===== config.mk =====
export PLATFORM = sky130hd
export DESIGN_NAME = fmac_fifo_rd_framer
export DESIGN_NICKNAME = d
export VERILOG_FILES = /design/src/rtl/fmac_rd_pkg.sv /design/src/rtl/fmac_skid_buf2.sv /design/src/rtl/fmac_fifo_rd_framer.sv
export SDC_FILE = /design/constraint.sdc
export NUM_CORES = 1
export LEC_CHECK = 0
export CORE_MARGIN = 5
export CORE_UTILIZATION = 55
export DETAILED_ROUTE_END_ITERATION = 16
export HOLD_SLACK_MARGIN = 0.06
export PLACE_DENSITY = 0.88
export SETUP_SLACK_MARGIN = 0.05
export SYNTH_ARGS = -nofsm -noshare
export SYNTH_HDL_FRONTEND = slang
export SYNTH_HIERARCHICAL = 1
export SYNTH_SLANG_ARGS = --single-unit

===== constraint.sdc =====
create_clock -name clk -period 3.2 [get_ports clk]
set_clock_uncertainty 0.2 [all_clocks]
set_input_delay 0.32 -clock clk [delete_from_list [all_inputs] [get_ports clk]]
set_output_delay 0.32 -clock clk [all_outputs]
set_load 0.005 [all_outputs]

===== src/rtl/fmac_rd_pkg.sv =====
// Shared constants for the MAC FIFO read-side framer: FSM state encodings,
// in-flight read tags, header size and default maximum payload length.
package fmac_rd_pkg;

  localparam int HDR_BYTES       = 2;
  localparam int MAX_LEN_DEFAULT = 1518;

  typedef logic [2:0] state_t;

  localparam state_t ST_IDLE      = 3'd0;
  localparam state_t ST_HDR_HI    = 3'd1;
  localparam state_t ST_HDR_LO    = 3'd2;
  localparam state_t ST_CHECK     = 3'd3;
  localparam state_t ST_WAIT_FULL = 3'd4;
  localparam state_t ST_PAYLOAD   = 3'd5;
  localparam state_t ST_DRAIN     = 3'd6;
  localparam state_t ST_DROP      = 3'd7;

  // Identifies which state issued the read whose byte is returning on q.
  typedef logic [1:0] tag_t;

  localparam tag_t TAG_HI   = 2'd0;
  localparam tag_t TAG_LO   = 2'd1;
  localparam tag_t TAG_PAY  = 2'd2;
  localparam tag_t TAG_DROP = 2'd3;

endpackage


===== src/rtl/fmac_skid_buf2.sv =====
// Two-entry valid/ready buffer carrying {sop, eop, data}; the head entry is
// held stable until accepted. Writers must not push when count is 2.
module fmac_skid_buf2
  import fmac_rd_pkg::*;
#(
  parameter int DW = 8
) (
  input  logic          clk,
  input  logic          reset,
  input  logic          in_valid,
  input  logic          in_sop,
  input  logic          in_eop,
  input  logic [DW-1:0] in_data,
  output logic          out_valid,
  output logic          out_sop,
  output logic          out_eop,
  output logic [DW-1:0] out_data,
  input  logic          out_ready,
  output logic [1:0]    count
);

  logic [DW+1:0] ent0_q, ent0_d;
  logic [DW+1:0] ent1_q, ent1_d;
  logic [DW+1:0] in_ent;
  logic [1:0]    cnt_q, cnt_d;
  logic          pop;

  assign in_ent = {in_sop, in_eop, in_data};
  assign pop    = (cnt_q != 2'd0) && out_ready;

  always_comb begin
    ent0_d = ent0_q;
    ent1_d = ent1_q;
    cnt_d  = cnt_q;
    if (pop) begin
      ent0_d = ent1_q;
      cnt_d  = cnt_q - 2'd1;
    end
    // A push lands behind whatever survives this cycle's pop.
    if (in_valid && (cnt_d != 2'd2)) begin
      if (cnt_d == 2'd0) begin
        ent0_d = in_ent;
      end else begin
        ent1_d = in_ent;
      end
      cnt_d = cnt_d + 2'd1;
    end
  end

  always_ff @(posedge clk) begin
    if (reset) begin
      ent0_q <= '0;
      ent1_q <= '0;
      cnt_q  <= 2'd0;
    end else begin
      ent0_q <= ent0_d;
      ent1_q <= ent1_d;
      cnt_q  <= cnt_d;
    end
  end

  assign out_valid = (cnt_q != 2'd0);
  assign {out_sop, out_eop, out_data} = ent0_q;
  assign count     = cnt_q;

endmodule


===== src/rtl/fmac_fifo_rd_framer.sv =====
// Drains length-prefixed frames (2-byte big-endian header) from the MAC byte FIFO
// and re-emits payloads as a sop/eop valid/ready stream. FMAC_RD_STORE_FWD_EN
// selects store-and-forward (wait for whole payload) instead of cut-through.
module fmac_fifo_rd_framer
  import fmac_rd_pkg::*;
#(
  parameter int WIDTH   = 8,
  parameter int PTR     = 12,
  parameter int MAX_LEN = MAX_LEN_DEFAULT
) (
  input  logic             clk,
  input  logic             reset,
  output logic             rdreq,
  input  logic [WIDTH-1:0] q,
  input  logic             rdempty,
  input  logic [PTR:0]     rdusedw,
  output logic [WIDTH-1:0] out_data,
  output logic             out_valid,
  output logic             out_sop,
  output logic             out_eop,
  input  logic             out_ready,
  output logic             busy,
  output logic             drop_pulse,
  output logic [15:0]      frame_cnt,
  output logic [15:0]      drop_cnt
);

  state_t           state_q, state_d;
  logic             inflight_q, inflight_d;
  tag_t             tag_q, tag_d;
  logic             tag_sop_q, tag_sop_d;
  logic             tag_eop_q, tag_eop_d;
  logic [WIDTH-1:0] len_hi_q, len_hi_d;
  logic [15:0]      rem_q, rem_d;
  logic             first_q, first_d;
  logic [15:0]      frame_cnt_q, frame_cnt_d;
  logic [15:0]      drop_cnt_q, drop_cnt_d;
  logic             drop_pulse_q, drop_pulse_d;

  logic             rd_issue;
  logic             buf_in_valid;
  logic [1:0]       buf_cnt;
  logic             buf_valid;
  logic             buf_sop;
  logic             buf_eop;
  logic [WIDTH-1:0] buf_data;
  logic [PTR:0]     occ;
  logic             room;
  logic [15:0]      hdr_len;

  // Bytes already committed to the buffer path: stored plus the one on its way.
  assign occ     = (PTR+1)'(buf_cnt) + (PTR+1)'(inflight_q);
  assign room    = (occ < (PTR+1)'(2));
  // In CHECK the low header byte is the one returning on q this cycle.
  assign hdr_len = {len_hi_q, q};

  always_comb begin
    state_d      = state_q;
    tag_d        = tag_q;
    tag_sop_d    = tag_sop_q;
    tag_eop_d    = tag_eop_q;
    len_hi_d     = len_hi_q;
    rem_d        = rem_q;
    first_d      = first_q;
    frame_cnt_d  = frame_cnt_q;
    drop_cnt_d   = drop_cnt_q;
    drop_pulse_d = 1'b0;
    rd_issue     = 1'b0;
    buf_in_valid = 1'b0;

    if (inflight_q) begin
      case (tag_q)
        TAG_HI:  len_hi_d     = q;
        TAG_PAY: buf_in_valid = 1'b1;
        default: ;
      endcase
    end

    case (state_q)
      ST_IDLE: begin
        if (rdusedw >= (PTR+1)'(HDR_BYTES)) begin
          state_d = ST_HDR_HI;
        end
      end
      ST_HDR_HI: begin
        if (!rdempty) begin
          rd_issue = 1'b1;
          tag_d    = TAG_HI;
          state_d  = ST_HDR_LO;
        end
      end
      ST_HDR_LO: begin
        if (!rdempty) begin
          rd_issue = 1'b1;
          tag_d    = TAG_LO;
          state_d  = ST_CHECK;
        end
      end
      ST_CHECK: begin
        if (hdr_len == 16'd0) begin
          drop_pulse_d = 1'b1;
          drop_cnt_d   = drop_cnt_q + 16'd1;
          state_d      = ST_IDLE;
        end else if (hdr_len > 16'(MAX_LEN)) begin
          rem_d   = hdr_len;
          state_d = ST_DROP;
        end else begin
          rem_d   = hdr_len;
          first_d = 1'b1;
`ifdef FMAC_RD_STORE_FWD_EN
          state_d = ST_WAIT_FULL;
`else
          state_d = ST_PAYLOAD;
`endif
        end
      end
      ST_WAIT_FULL: begin
        if (32'(rdusedw) >= 32'(rem_q)) begin
          state_d = ST_PAYLOAD;
        end
      end
      ST_PAYLOAD: begin
        if (!rdempty && room) begin
          rd_issue  = 1'b1;
          tag_d     = TAG_PAY;
          tag_sop_d = first_q;
          tag_eop_d = (rem_q == 16'd1);
          first_d   = 1'b0;
          rem_d     = rem_q - 16'd1;
          if (rem_q == 16'd1) begin
            state_d = ST_DRAIN;
          end
        end
      end
      ST_DRAIN: begin
        if ((buf_cnt == 2'd0) && !inflight_q) begin
          frame_cnt_d = frame_cnt_q + 16'd1;
          state_d     = ST_IDLE;
        end
      end
      ST_DROP: begin
        // Discarded bytes never enter the buffer, so no occupancy limit here.
        if (!rdempty) begin
          rd_issue = 1'b1;
          tag_d    = TAG_DROP;
          rem_d    = rem_q - 16'd1;
          if (rem_q == 16'd1) begin
            drop_pulse_d = 1'b1;
            drop_cnt_d   = drop_cnt_q + 16'd1;
            state_d      = ST_IDLE;
          end
        end
      end
      default: state_d = ST_IDLE;
    endcase

    inflight_d = rd_issue;
  end

  always_ff @(posedge clk) begin
    if (reset) begin
      state_q      <= ST_IDLE;
      inflight_q   <= 1'b0;
      tag_q        <= TAG_HI;
      tag_sop_q    <= 1'b0;
      tag_eop_q    <= 1'b0;
      rem_q        <= 16'd0;
      first_q      <= 1'b0;
      frame_cnt_q  <= 16'd0;
      drop_cnt_q   <= 16'd0;
      drop_pulse_q <= 1'b0;
    end else begin
      state_q      <= state_d;
      inflight_q   <= inflight_d;
      tag_q        <= tag_d;
      tag_sop_q    <= tag_sop_d;
      tag_eop_q    <= tag_eop_d;
      rem_q        <= rem_d;
      first_q      <= first_d;
      frame_cnt_q  <= frame_cnt_d;
      drop_cnt_q   <= drop_cnt_d;
      drop_pulse_q <= drop_pulse_d;
    end
  end

  always_ff @(posedge clk) begin
    len_hi_q <= len_hi_d;
  end

  fmac_skid_buf2 #(
    .DW (WIDTH)
  ) u_skid (
    .clk       (clk),
    .reset     (reset),
    .in_valid  (buf_in_valid),
    .in_sop    (tag_sop_q),
    .in_eop    (tag_eop_q),
    .in_data   (q),
    .out_valid (buf_valid),
    .out_sop   (buf_sop),
    .out_eop   (buf_eop),
    .out_data  (buf_data),
    .out_ready (out_ready),
    .count     (buf_cnt)
  );

  assign rdreq      = rd_issue;
  assign out_valid  = buf_valid;
  assign out_sop    = buf_valid & buf_sop;
  assign out_eop    = buf_valid & buf_eop;
  assign out_data   = buf_data;
  assign busy       = (state_q != ST_IDLE);
  assign drop_pulse = drop_pulse_q;
  assign frame_cnt  = frame_cnt_q;
  assign drop_cnt   = drop_cnt_q;

endmodule


* Word-level counts from Yosys, hierarchy flattened
Cells that the tools add are included.
Widths: inputs -> output; s select.
** Operators by class
- Add/subtract/negate cells :: 6
- Reduce and logical (&&, ||, !) cells :: 27
- Order comparisons :: 4
- Shift operators :: 0
- $mul :: 0
- Divide/modulo/power cells :: 0
- Equality and inequality tests :: 22
- Mux-type cells :: 43
- Bitwise logic cells :: 3
** Operators with widths (count)
- $mux 16 :: 6
- $pmux 16 s3 :: 1
- $add 16x1->16 const B :: 2
- $pmux 16 s2 :: 1
- $mux 10 :: 3
- $mux 3 :: 10
- $ne 2x2->1 const B :: 13
- $pmux 3 s8 :: 1
- $eq 16x1->1 const B :: 1
- $ge 13x16->1 :: 1
- $gt 16x11->1 const B :: 1
- $logic_not 16->1 :: 1
- $sub 16x1->16 const B :: 1
- $mux 2 :: 7
- $ge 13x2->1 const B :: 1
- $eq 3x3->1 const B :: 4
- $reduce_and 4->1 :: 3
- $mux 1 :: 10
- $reduce_and 9->1 :: 1
- $pmux 2 s4 :: 1
- $reduce_and 2->1 :: 4
- $eq 3x2->1 const B :: 2
- $logic_not 2->1 :: 3
- $pmux 1 s2 :: 3
- 16 further kinds :: 24
** Word-level totals
- Output and inout port bits :: 46
- Memory bits (read-only) :: 0
- Latch bits :: 0
- RAM bits :: 0
- Flip-flop bits (word level) :: 88
- Input bits :: 25
- Memories :: 0

* Depth between registers and ports, before layout
Gate-level depths: netlist (run 1).
- Depth after elaboration :: 6
- Mapped depth :: 11

* Cells and area by module
The synthesis (run 1) kept the hierarchy.
** By module, submodules not included
- fmac_fifo_rd_framer :: cells an instance 451, area each 3729.8 um^2, times used 1
- fmac_skid_buf2 :: cells an instance 108, area each 1141.1 um^2, times used 1

* Worst setup path before layout (run 1)
OpenSTA, ideal clock, no wires.
- Path type :: register -> register
- Start point :: reg rem_q[7]
- End point :: reg drop_cnt_q[12] (netlist: drop_cnt[12])
- Cell stages (with the launch flop) :: 8
- Period minus slack after synthesis :: 2.487 ns
- Slack :: 0.713 ns
- Required time :: 2.929 ns
- Arrival :: 2.216 ns
- Cell sequence :: dfxtp_1 > or4_4 > nor4_4 > and4_4 > o2111ai_1 > clkbuf_2 > or3_1 > a21oi_1
** On the way
- Cells in the longest elaborated chain, start to end :: 3
** Ends and longest elaborated chain
- from (decl) :: line fmac_fifo_rd_framer.sv:34 : logic [15:0] rem_q, rem_d;
- from (signal assigned) :: line fmac_fifo_rd_framer.sv:178 : rem_q <= rem_d;
- $eq 16x1->1 :: line fmac_fifo_rd_framer.sv:147 : if (rem_q == 16'd1) begin
- $ne 2x2->1 (no source line)
- $reduce_and 4->1 (no source line)
- to (signal assigned) :: line fmac_fifo_rd_framer.sv:181 : drop_cnt_q <= drop_cnt_d;
- to (decl) :: line fmac_fifo_rd_framer.sv:37 : logic [15:0] drop_cnt_q, drop_cnt_d;
Every way passes these cells.
A chain may end at the register's enable or synchronous reset.

* Final worst setup path (run 1)
- Start point :: reg rem_q[7]
- End point :: reg drop_cnt_q[11] (netlist: drop_cnt[11])
Same word-level chain as after synthesis.

==> impl_metrics.json, run 1 <==
{
  "final_nets": 666,
  "min_period_ns": 2.95,
  "rrSetupSlack_ns": 0.25,
  "initial_utilization_pct": 56.1,
  "grt_max_degree": 50,
  "rows": 34,
  "syn_inst": 559,
  "drive_above_1_share_pct": 8.29,
  "grt_pass1_wl_um": 20700,
  "synthSimpleGateAreaFrac_pct": 23.6,
  "hp-start": "tag_eop_q$_SDFFE_PP0P_",
  "overflow": 0,
  "syn_area_per_cell_um2": 8.71,
  "synthesis.area_um2": 4870,
  "hold_depth": 2,
  "clk_pin_slew_worst_paths_ns": 0.09,
  "hold_viol": 0,
  "wl_per_cell_um": 16.6,
  "yosysWarnings": 6,
  "drc": 0,
  "vias": 4511,
  "cts-root-buf": "clkbuf_8",
  "setup_violations": 0,
  "synth.distinct_cells": 68,
  "synth-async-reset-ratio_pct": 0,
  "outcome": "completed",
  "die_area_um2": 10800,
  "boundaryPins": 71,
  "drt_iter0_drc": 395,
  "fin_tns_setup_ns": 0,
  "cap_violations": 0,
  "die_y_um": 104,
  "synth-xor-area-share_pct": 3.39,
  "tritoncts": "built",
  "cts_sinks": 88,
  "clk_latency_ns": 0.37,
  "post_cts_buffers": 0,
  "path_max_fanout": 13,
  "yosysSeqAreaShare_pct": 37.8,
  "holdPathEnd": "tag_eop_q$_SDFFE_PP0P_",
  "final_max_slew_viol_count": 0,
  "reg2reg_depth": 6,
  "period_share_pct": 92.3,
  "crit_type": "reg -> reg",
  "relSlewSlack_pct": 47.7,
  "cp.required_ns": 3.30,
  "gp_congestion": 0.856,
  "synth_compound_area_share_pct": 19.3,
  "hold_class": "reg -> reg",
  "synth_top_family_by_area": "simple AND/OR/NAND/NOR gates",
  "holdBufCountCts": 0,
  "antenna_found_initial": 0,
  "cp-end-kind": "register",
  "p_leak_nw": 2.14,
  "arrival_ns": 3.05,
  "viasPerCell": 6.14,
  "postSynthNetCount": 603,
  "core_um2": 8680,
  "max-vdd-ir-drop_v": 0.000278,
  "grt_pass1_vias": 4409,
  "rsz0062_at_grt": "no",
  "tritoncts.num_buffers": 9,
  "ant_nets": 0,
  "timing.rr.end": "drop_cnt[11]$_SDFFE_PP0P_",
  "first_pass_iters": 6,
  "fmax_ghz": 0.339,
  "final_common_cell": "dfxtp_1",
  "ys_ff_latch": 88,
  "cts_buffer_depth": 2,
  "antennaDiodeCount": 0,
  "synth_ff_type": "dfxtp_1",
  "synthMuxAreaShare_pct": 5.14,
  "n_fill_cell": 726,
  "r2r-start": "rem_q[7]$_SDFFE_PP0P_",
  "die_w_um": 104,
  "synthAdderAreaFrac_pct": 4.88,
  "synth-edff-count": 8,
  "crit_path_start_kind": "register",
  "final_cell_mix": "dfxtp_1, clkdlybuf4s50_1, nor2_1, a21oi_1, inv_1",
  "portBuffers": 70,
  "worst_slew_pin_slew_ns": 0.784,
  "dp_hpwl_um": 8880,
  "powerDensity_nw_per_um2": 497,
  "post-route-cell-area_um2": 5830,
  "cts_max_level": 3,
  "groute.usage.overall_pct": 22.7,
  "wl_um": 12200,
  "syn2layout_area_growth_pct": 19.7,
  "ctsResizeCount": 0,
  "dpl_cell_area_um2": 5610
}
-- synth_stat cells (9+ instances only) --
master / instances / area (um^2)
o21ai_0: 24 / 120
o31ai_1: 14 / 105
a211oi_1: 10 / 75.1
nor3_1: 17 / 85.1
nor4_1: 9 / 56.3
nand2_1: 25 / 93.8
clkbuf_1: 17 / 63.8
a211o_1: 12 / 105
nand3_1: 13 / 65.1
inv_1: 27 / 101
nand2b_1: 24 / 150
a21oi_1: 43 / 215
xor2_1: 11 / 96.3
or3_1: 20 / 125
nand4_1: 9 / 56.3
ha_1: 19 / 238
mux2i_1: 25 / 250
nor2_1: 55 / 206
dfxtp_1: 80 / 1600
o21ai_2: 9 / 78.8
-- through the flow --
stage	utilization, %	setup WS [ns]	hold slack (ns)	instances	power, mW
final	67.2	0.247	0.276	735	2.90
after global routing	67.2	0.145	0.309	735	3.05
after CTS	67.1	0.197	0.277	735	2.89
after detailed placement	64.7	0.213	0.262	719	2.08
after global placement	64.7	0.273	0.245	719	2.04
after floorplan	-	0.713	0.198	559	1.82
-- metal layers --
metal / up-vias / track usage (%) / share of wire, %
li1: 2160 / - / -
met1: 2109 / 28.3 / 41
met2: 206 / 37.4 / 48
met3: 36 / 5.59 / 8.0
met4: 0 / 9.16 / 3.1
met5: - / 0 / 0
-- sequential cells by signal, indices dropped and copies added (netlist names) --
name           flops
drop_cnt          16
frame_cnt         16
rem_q             16
u_skid/ent0_q     10
u_skid/ent1_q     10
len_hi_q           8
state_q            3
tag_q              2
u_skid/count       2
drop_pulse         1
first_q            1
inflight_q         1
tag_eop_q          1
tag_sop_q          1
-- how the worst max path moves through the flow --
stage               cells past startpoint                         to                  start
finish                                  6  drop_cnt[11]$_SDFFE_PP0P_  rem_q[7]$_SDFFE_PP0P_
global route                            6  drop_cnt[11]$_SDFFE_PP0P_  rem_q[7]$_SDFFE_PP0P_
CTS                                     6   drop_cnt[4]$_SDFFE_PP0P_  rem_q[7]$_SDFFE_PP0P_
detailed placement                      8   drop_cnt[4]$_SDFFE_PP0P_                   q[7]
global placement                        8   drop_cnt[4]$_SDFFE_PP0P_                   q[7]
floorplan                               7  drop_cnt[12]$_SDFFE_PP0P_  rem_q[7]$_SDFFE_PP0P_
-- layout make-up --
class	count	area (um^2)	share of cell area, %
tap	108	135	2.32
inverter	28	105	1.80
timing repair buffer	82	786	13.5
clock inverter	6	72.6	1.24
clock buffer	10	138	2.36
multi-input combinational	413	2750	47.2
sequential	88	1840	31.6
-- cells by family (layout without fill, tap and decap cells) --
family,after synthesis,after routing
AO/OA/AOI/OAI,141,141
buffers and inverters,58,126
adder cells (fa/ha/maj),19,19
XOR/XNOR,18,18
flip-flops,88,88
multiplexers,25,25
AND/OR/NAND/NOR,210,210
-- critical path: stages, from the launching register on --
cell,delay (ns)
dfxtp_1,0.37
or4_4,0.60
nor4_4,0.43
and4_4,0.31
o2111ai_2,0.31
or4_1,0.52
a21oi_1,0.16
-- report_power, final --
part	switching, mW	total, mW	internal (mW)
sequential	0.102	1.27	1.17
combinational	0.470	0.800	0.330
clock	0.429	0.821	0.392
(Power assumes the default switching activity.)
==> inputs of run 2 (changes only) <==
==> constraint.sdc (replaced) <==
create_clock -name clk -period 3.2 [get_ports clk]
set_clock_uncertainty 0.2 [all_clocks]
set_input_delay 0.64 -clock clk [delete_from_list [all_inputs] [get_ports clk]]
set_output_delay 0.64 -clock clk [all_outputs]
set_load 0.005 [all_outputs]
==> impl_metrics.json, run 2 (synthesis gave the netlist of run 1 again) <==
{
  "outcome": "completed",
  "first_pass_iters": 5,
  "n_fill_cell": 691,
  "clk_latency_ns": 0.36,
  "gp_congestion": 0.901,
  "final_cell_mix": "dfxtp_1, clkdlybuf4s50_1, nor2_1, a21oi_1",
  "min_period_ns": 3.07,
  "die_area_um2": 10800,
  "fin_tns_setup_ns": 0,
  "antennaDiodeCount": 0,
  "wl_per_cell_um": 16.1,
  "holdBufCountCts": 0,
  "met2_usage_pct": 37.1,
  "boundaryPins": 71,
  "cap_violations": 0,
  "cp.required_ns": 2.36,
  "rsz0062_at_grt": "no",
  "final_common_cell": "dfxtp_1",
  "relSlewSlack_pct": 54.8,
  "r2r-start": "rem_q[7]$_SDFFE_PP0P_",
  "groute.usage.overall_pct": 21.7,
  "fmax_ghz": 0.326,
  "rows": 34,
  "ctsResizeCount": 0,
  "core_um2": 8680,
  "reg2reg_depth": 6,
  "portBuffers": 70,
  "clk_pin_slew_worst_paths_ns": 0.10,
  "path_max_fanout": 8,
  "rrSetupSlack_ns": 0.39,
  "drt_iter0_drc": 319,
  "holdPathEnd": "tag_eop_q$_SDFFE_PP0P_",
  "die_w_um": 104,
  "cp_cell_sequence": "buf_4 -> a21oi_1 -> nor3_1 -> clkdlybuf4s50_1",
  "cp-end-kind": "output pin",
  "drc": 0,
  "ant_nets": 0,
  "timing.rr.end": "drop_cnt[11]$_SDFFE_PP0P_",
  "cts_buffer_depth": 2,
  "grt_use_met1_pct": 27.6,
  "final_nets": 682,
  "hold_class": "reg -> reg",
  "grt_pass1_wl_um": 20100,
  "crit_path_start_kind": "register",
  "arrival_ns": 2.23,
  "hold_depth": 2,
  "final_max_slew_viol_count": 0,
  "slowest_delay_ns": 0.59,
  "max-vdd-ir-drop_v": 0.000222,
  "grt_pass1_vias": 4308,
  "viasPerCell": 6.09,
  "worst_slew_pin_slew_ns": 0.678,
  "setup_violations": 0,
  "grt_use_met3_pct": 3.66,
  "hold_viol": 0,
  "dp_hpwl_um": 9080,
  "busiest_layer": "met2",
  "hp-start": "tag_eop_q$_SDFFE_PP0P_",
  "period_share_pct": 95.8,
  "die_y_um": 104,
  "p_leak_nw": 2.21,
  "drive_above_1_share_pct": 10.4,
  "vias": 4574,
  "syn2layout_area_growth_pct": 21.6,
  "cts-root-buf": "clkbuf_8",
  "cts_max_level": 3,
  "overflow": 0,
  "tritoncts.num_buffers": 9,
  "antenna_found_initial": 0,
  "grt_max_degree": 40,
  "crit_type": "reg -> out",
  "post_cts_buffers": 0,
  "cts_sinks": 88,
  "wl_um": 12100,
  "powerDensity_nw_per_um2": 478,
  "initial_utilization_pct": 56.1,
  "utilization_pct": 68.2,
  "crit_path_top_delay_cell": "clkdlybuf4s50_1",
  "tritoncts": "built"
}
-- run 2: changes by cell type in the layout (fill, tap and decap cells not counted), sizes merged --
cell | before | now
clkinv | 2 | 3
buf | 13 | 29
clkbuf | 10 | 9
inv | 30 | 31
bufinv | 1 | 0
-- run 2: worst max path at each step --
stage,to,startpoint
after floorplan,drop_cnt[12]$_SDFFE_PP0P_,rem_q[7]$_SDFFE_PP0P_
after global placement,drop_cnt[15]$_SDFFE_PP0P_,q[6]
after detailed placement,drop_cnt[11]$_SDFFE_PP0P_,q[6]
after CTS,rdreq,state_q[0]$_SDFFE_PP0P_
after global routing,drop_cnt[11]$_SDFFE_PP0P_,q[6]
final,rdreq,state_q[0]$_SDFFE_PP0P_
-- run 2: through the flow --
stage / hold WS [ns] / std cells / cell area [um^2] / total power, mW / worst slack, ns
floorplan: 0.232 / 559 / 4870 / 1.82 / 0.713
global route: 0.301 / 751 / 5920 / 2.99 / 0.0702
finish: 0.281 / 751 / 5920 / 2.83 / 0.133
global placement: 0.251 / 735 / 5750 / 2.09 / 0.0864
CTS: 0.285 / 751 / 5920 / 2.83 / 0.175
detailed placement: 0.270 / 735 / 5750 / 2.13 / -0.0343
-- run 2: layout make-up --
type	count	area (um^2)	area share, %
tap	108	135	2.28
clock inverter	7	51.3	0.866
sequential	88	1840	31.1
clock buffer	9	124	2.09
timing repair buffer	98	918	15.5
multi-input combinational	413	2750	46.4
inverter	28	105	1.78
-- run 2: power by group --
| group | switching, mW | internal (mW) | total, mW |
|---|---|---|---|
| logic | 0.495 | 0.374 | 0.868 |
| registers | 0.0799 | 1.17 | 1.25 |
| clock network | 0.418 | 0.289 | 0.707 |
| total | 0.993 | 1.84 | 2.83 |
-- run 2: worst max-delay path: cells and delay by family, from the launching register on --
kind	cells	cell delay, ns
buffers and inverters	2	0.83
flip-flops	1	0.56
AND/OR/NAND/NOR	1	0.37
AO/OA/AOI/OAI	1	0.10
-- run 2: routing by layer --
layer	part of all wire (%)	vias to the layer above
li1	-	2201
met1	42	2165
met2	48	182
met3	7.7	26
met4	2.2	0
met5	0	-
==> inputs of run 3 (changes only) <==
--- a/config.mk
+++ b/config.mk
@@ -10,7 +10,7 @@
 export DETAILED_ROUTE_END_ITERATION = 16
 export HOLD_SLACK_MARGIN = 0.06
 export PLACE_DENSITY = 0.88
-export SETUP_SLACK_MARGIN = 0.05
+export SETUP_SLACK_MARGIN = 0.5
 export SYNTH_ARGS = -nofsm -noshare
 export SYNTH_HDL_FRONTEND = slang
 export SYNTH_HIERARCHICAL = 1
==> impl_metrics.json, run 3 (synthesis gave the netlist of run 1 again) <==
{
  "tritoncts.num_buffers": 9,
  "worst_slew_pin_slew_ns": 0.700,
  "intPower_mw": 1.85,
  "dp_cells": 735,
  "holdPathEnd": "tag_eop_q$_SDFFE_PP0P_",
  "drc": 0,
  "antenna_found_initial": 0,
  "syn2layout_area_growth_pct": 25.1,
  "fmax_ghz": 0.378,
  "n_fill_cell": 658,
  "viasPerCell": 6.15,
  "tritoncts": "built",
  "ant_nets": 0,
  "period_share_pct": 82.6,
  "dp_hpwl_um": 9080,
  "cts_sinks": 88,
  "setup_violations": 0,
  "cts_max_level": 3,
  "slowest_delay_ns": 0.53,
  "final_common_cell": "dfxtp_1",
  "grt_pass1_wl_um": 20700,
  "cpLargestDelayFamily": "simple AND/OR/NAND/NOR gates",
  "cts_buffer_depth": 2,
  "first_pass_iters": 6,
  "crit_path_start_kind": "register",
  "register_area_um2": 1850,
  "arrival_ns": 2.74,
  "relSlewSlack_pct": 53.3,
  "wl_um": 12600,
  "cp_num_buf_inv": 1,
  "final_max_slew_viol_count": 0,
  "portBuffers": 70,
  "fin_tns_setup_ns": 0,
  "die_y_um": 104,
  "whs_ns": 0.283,
  "gp_congestion": 0.901,
  "overflow": 0,
  "hold_class": "reg -> reg",
  "final_cell_mix": "dfxtp_1, clkdlybuf4s50_1, nor2_1, a21oi_1, buf_4",
  "die_w_um": 104,
  "cts-root-buf": "clkbuf_8",
  "r2r-start": "rem_q[6]$_SDFFE_PP0P_",
  "grt_max_degree": 40,
  "drt_iter0_drc": 315,
  "holdBufCountCts": 0,
  "clk_latency_ns": 0.36,
  "antennaDiodeCount": 0,
  "cp.required_ns": 3.30,
  "dpl_cell_area_um2": 5750,
  "crit_path_top_delay_cell": "or4_4",
  "cap_violations": 0,
  "drive_above_1_share_pct": 13.5,
  "instances_no_fill": 758,
  "core_um2": 8680,
  "clkPwrFrac_pct": 24.8,
  "rsz0062_at_grt": "yes",
  "boundaryPins": 71,
  "combPwrFrac_pct": 31.2,
  "initial_utilization_pct": 56.1,
  "wl_per_cell_um": 16.7,
  "crit_type": "reg -> reg",
  "min_period_ns": 2.64,
  "switching_share_pct": 35.4,
  "post-route-cell-area_um2": 6090,
  "vias": 4664,
  "timing.rr.end": "drop_cnt[4]$_SDFFE_PP0P_",
  "cp-end-kind": "register",
  "rrSetupSlack_ns": 0.56,
  "finalPower_mw": 2.86,
  "reg2reg_depth": 7,
  "hold_viol": 0,
  "powerDensity_nw_per_um2": 469,
  "grt_pass1_vias": 4339,
  "hold_depth": 2,
  "p_leak_nw": 2.31,
  "p_sw_mw": 1.01,
  "final_nets": 689,
  "groute.usage.overall_pct": 22.3,
  "die_area_um2": 10800,
  "hp-start": "tag_eop_q$_SDFFE_PP0P_",
  "outcome": "completed",
  "multiInputGateArea_um2": 2840,
  "clk_pin_slew_worst_paths_ns": 0.09,
  "p_seq_share_pct": 44.0,
  "cp_cell_sequence": "or4_4 -> nor4_4 -> and4_4 -> o2111ai_4 -> buf_6 -> or3_2 -> a21oi_2",
  "max-vdd-ir-drop_v": 0.000259,
  "path_max_fanout": 6,
  "rows": 34
}
## run 3: cell count changes in the layout (fill, tap and decap cells not counted), sizes merged
cell / delta
buf: +5
clkdlybuf4s15: +1
clkdlybuf4s50: -8
dlygate4sd2: +1
dlymetal6s2s: +7
o2111ai: +1
## run 3: power groups by stage
stage | sequential (mW) | clock [mW] | combinational (mW)
after floorplan | 1.23 | 0 | 0.589
after CTS | 1.25 | 0.720 | 0.868
after detailed placement | 1.28 | 0 | 0.855
final | 1.26 | 0.710 | 0.891
after global routing | 1.27 | 0.768 | 0.974
after global placement | 1.27 | 0 | 0.820
## run 3: per-stage QoR
stage | setup WS [ns] | utilization (%)
after floorplan | 0.713 | -
after global placement | 0.0864 | 66.2
after detailed placement | -0.0343 | 66.2
after CTS | 0.522 | 69.1
after global routing | 0.483 | 70.2
final | 0.555 | 70.2
## run 3: metal layers
layer / vias to the layer above / track usage [%] / routed length, um
met1: 2222 / 28.5 / 5320
met4: 0 / 8.05 / 274
met2: 196 / 38.0 / 6170
met5: - / 0 / 0
met3: 33 / 3.72 / 882
li1: 2213 / - / -
## run 3: worst max path at each step
stage	startpoint	endpoint	slack, ns	cells after the start
after floorplan	rem_q[7]$_SDFFE_PP0P_	drop_cnt[12]$_SDFFE_PP0P_	0.71	7
after global placement	q[6]	drop_cnt[15]$_SDFFE_PP0P_	0.09	8
final	rem_q[6]$_SDFFE_PP0P_	drop_cnt[4]$_SDFFE_PP0P_	0.56	7
after CTS	state_q[2]$_SDFFE_PP0P_	busy	0.52	3
after detailed placement	q[6]	drop_cnt[11]$_SDFFE_PP0P_	-0.03	8
after global routing	rem_q[6]$_SDFFE_PP0P_	drop_cnt[4]$_SDFFE_PP0P_	0.48	7
## run 3: layout make-up
| type | instances | share of cell area [%] |
|---|---|---|
| tap | 108 | 2.22 |
| multi-input combinational | 414 | 46.6 |
| timing repair buffer | 104 | 16.3 |
| inverter | 28 | 1.72 |
| clock inverter | 7 | 0.842 |
| sequential | 88 | 30.3 |
| clock buffer | 9 | 2.03 |
## run 3: what timing repair did
item / in CTS / in global routing
resized for setup: 10 / 18
endpoints found under the hold margin: 0 / 0
setup endpoints to repair: 13 / 16
pin swaps: 6 / 6
cloned: 1 / 1
setup buffers: 4 / 1
## run 3: worst register-to-register path, stage by stage (launching register included)
cell	delay [ns]
dfxtp_1	0.35
or4_4	0.53
nor4_4	0.33
and4_4	0.32
o2111ai_4	0.13
buf_6	0.17
or3_2	0.42
a21oi_2	0.14
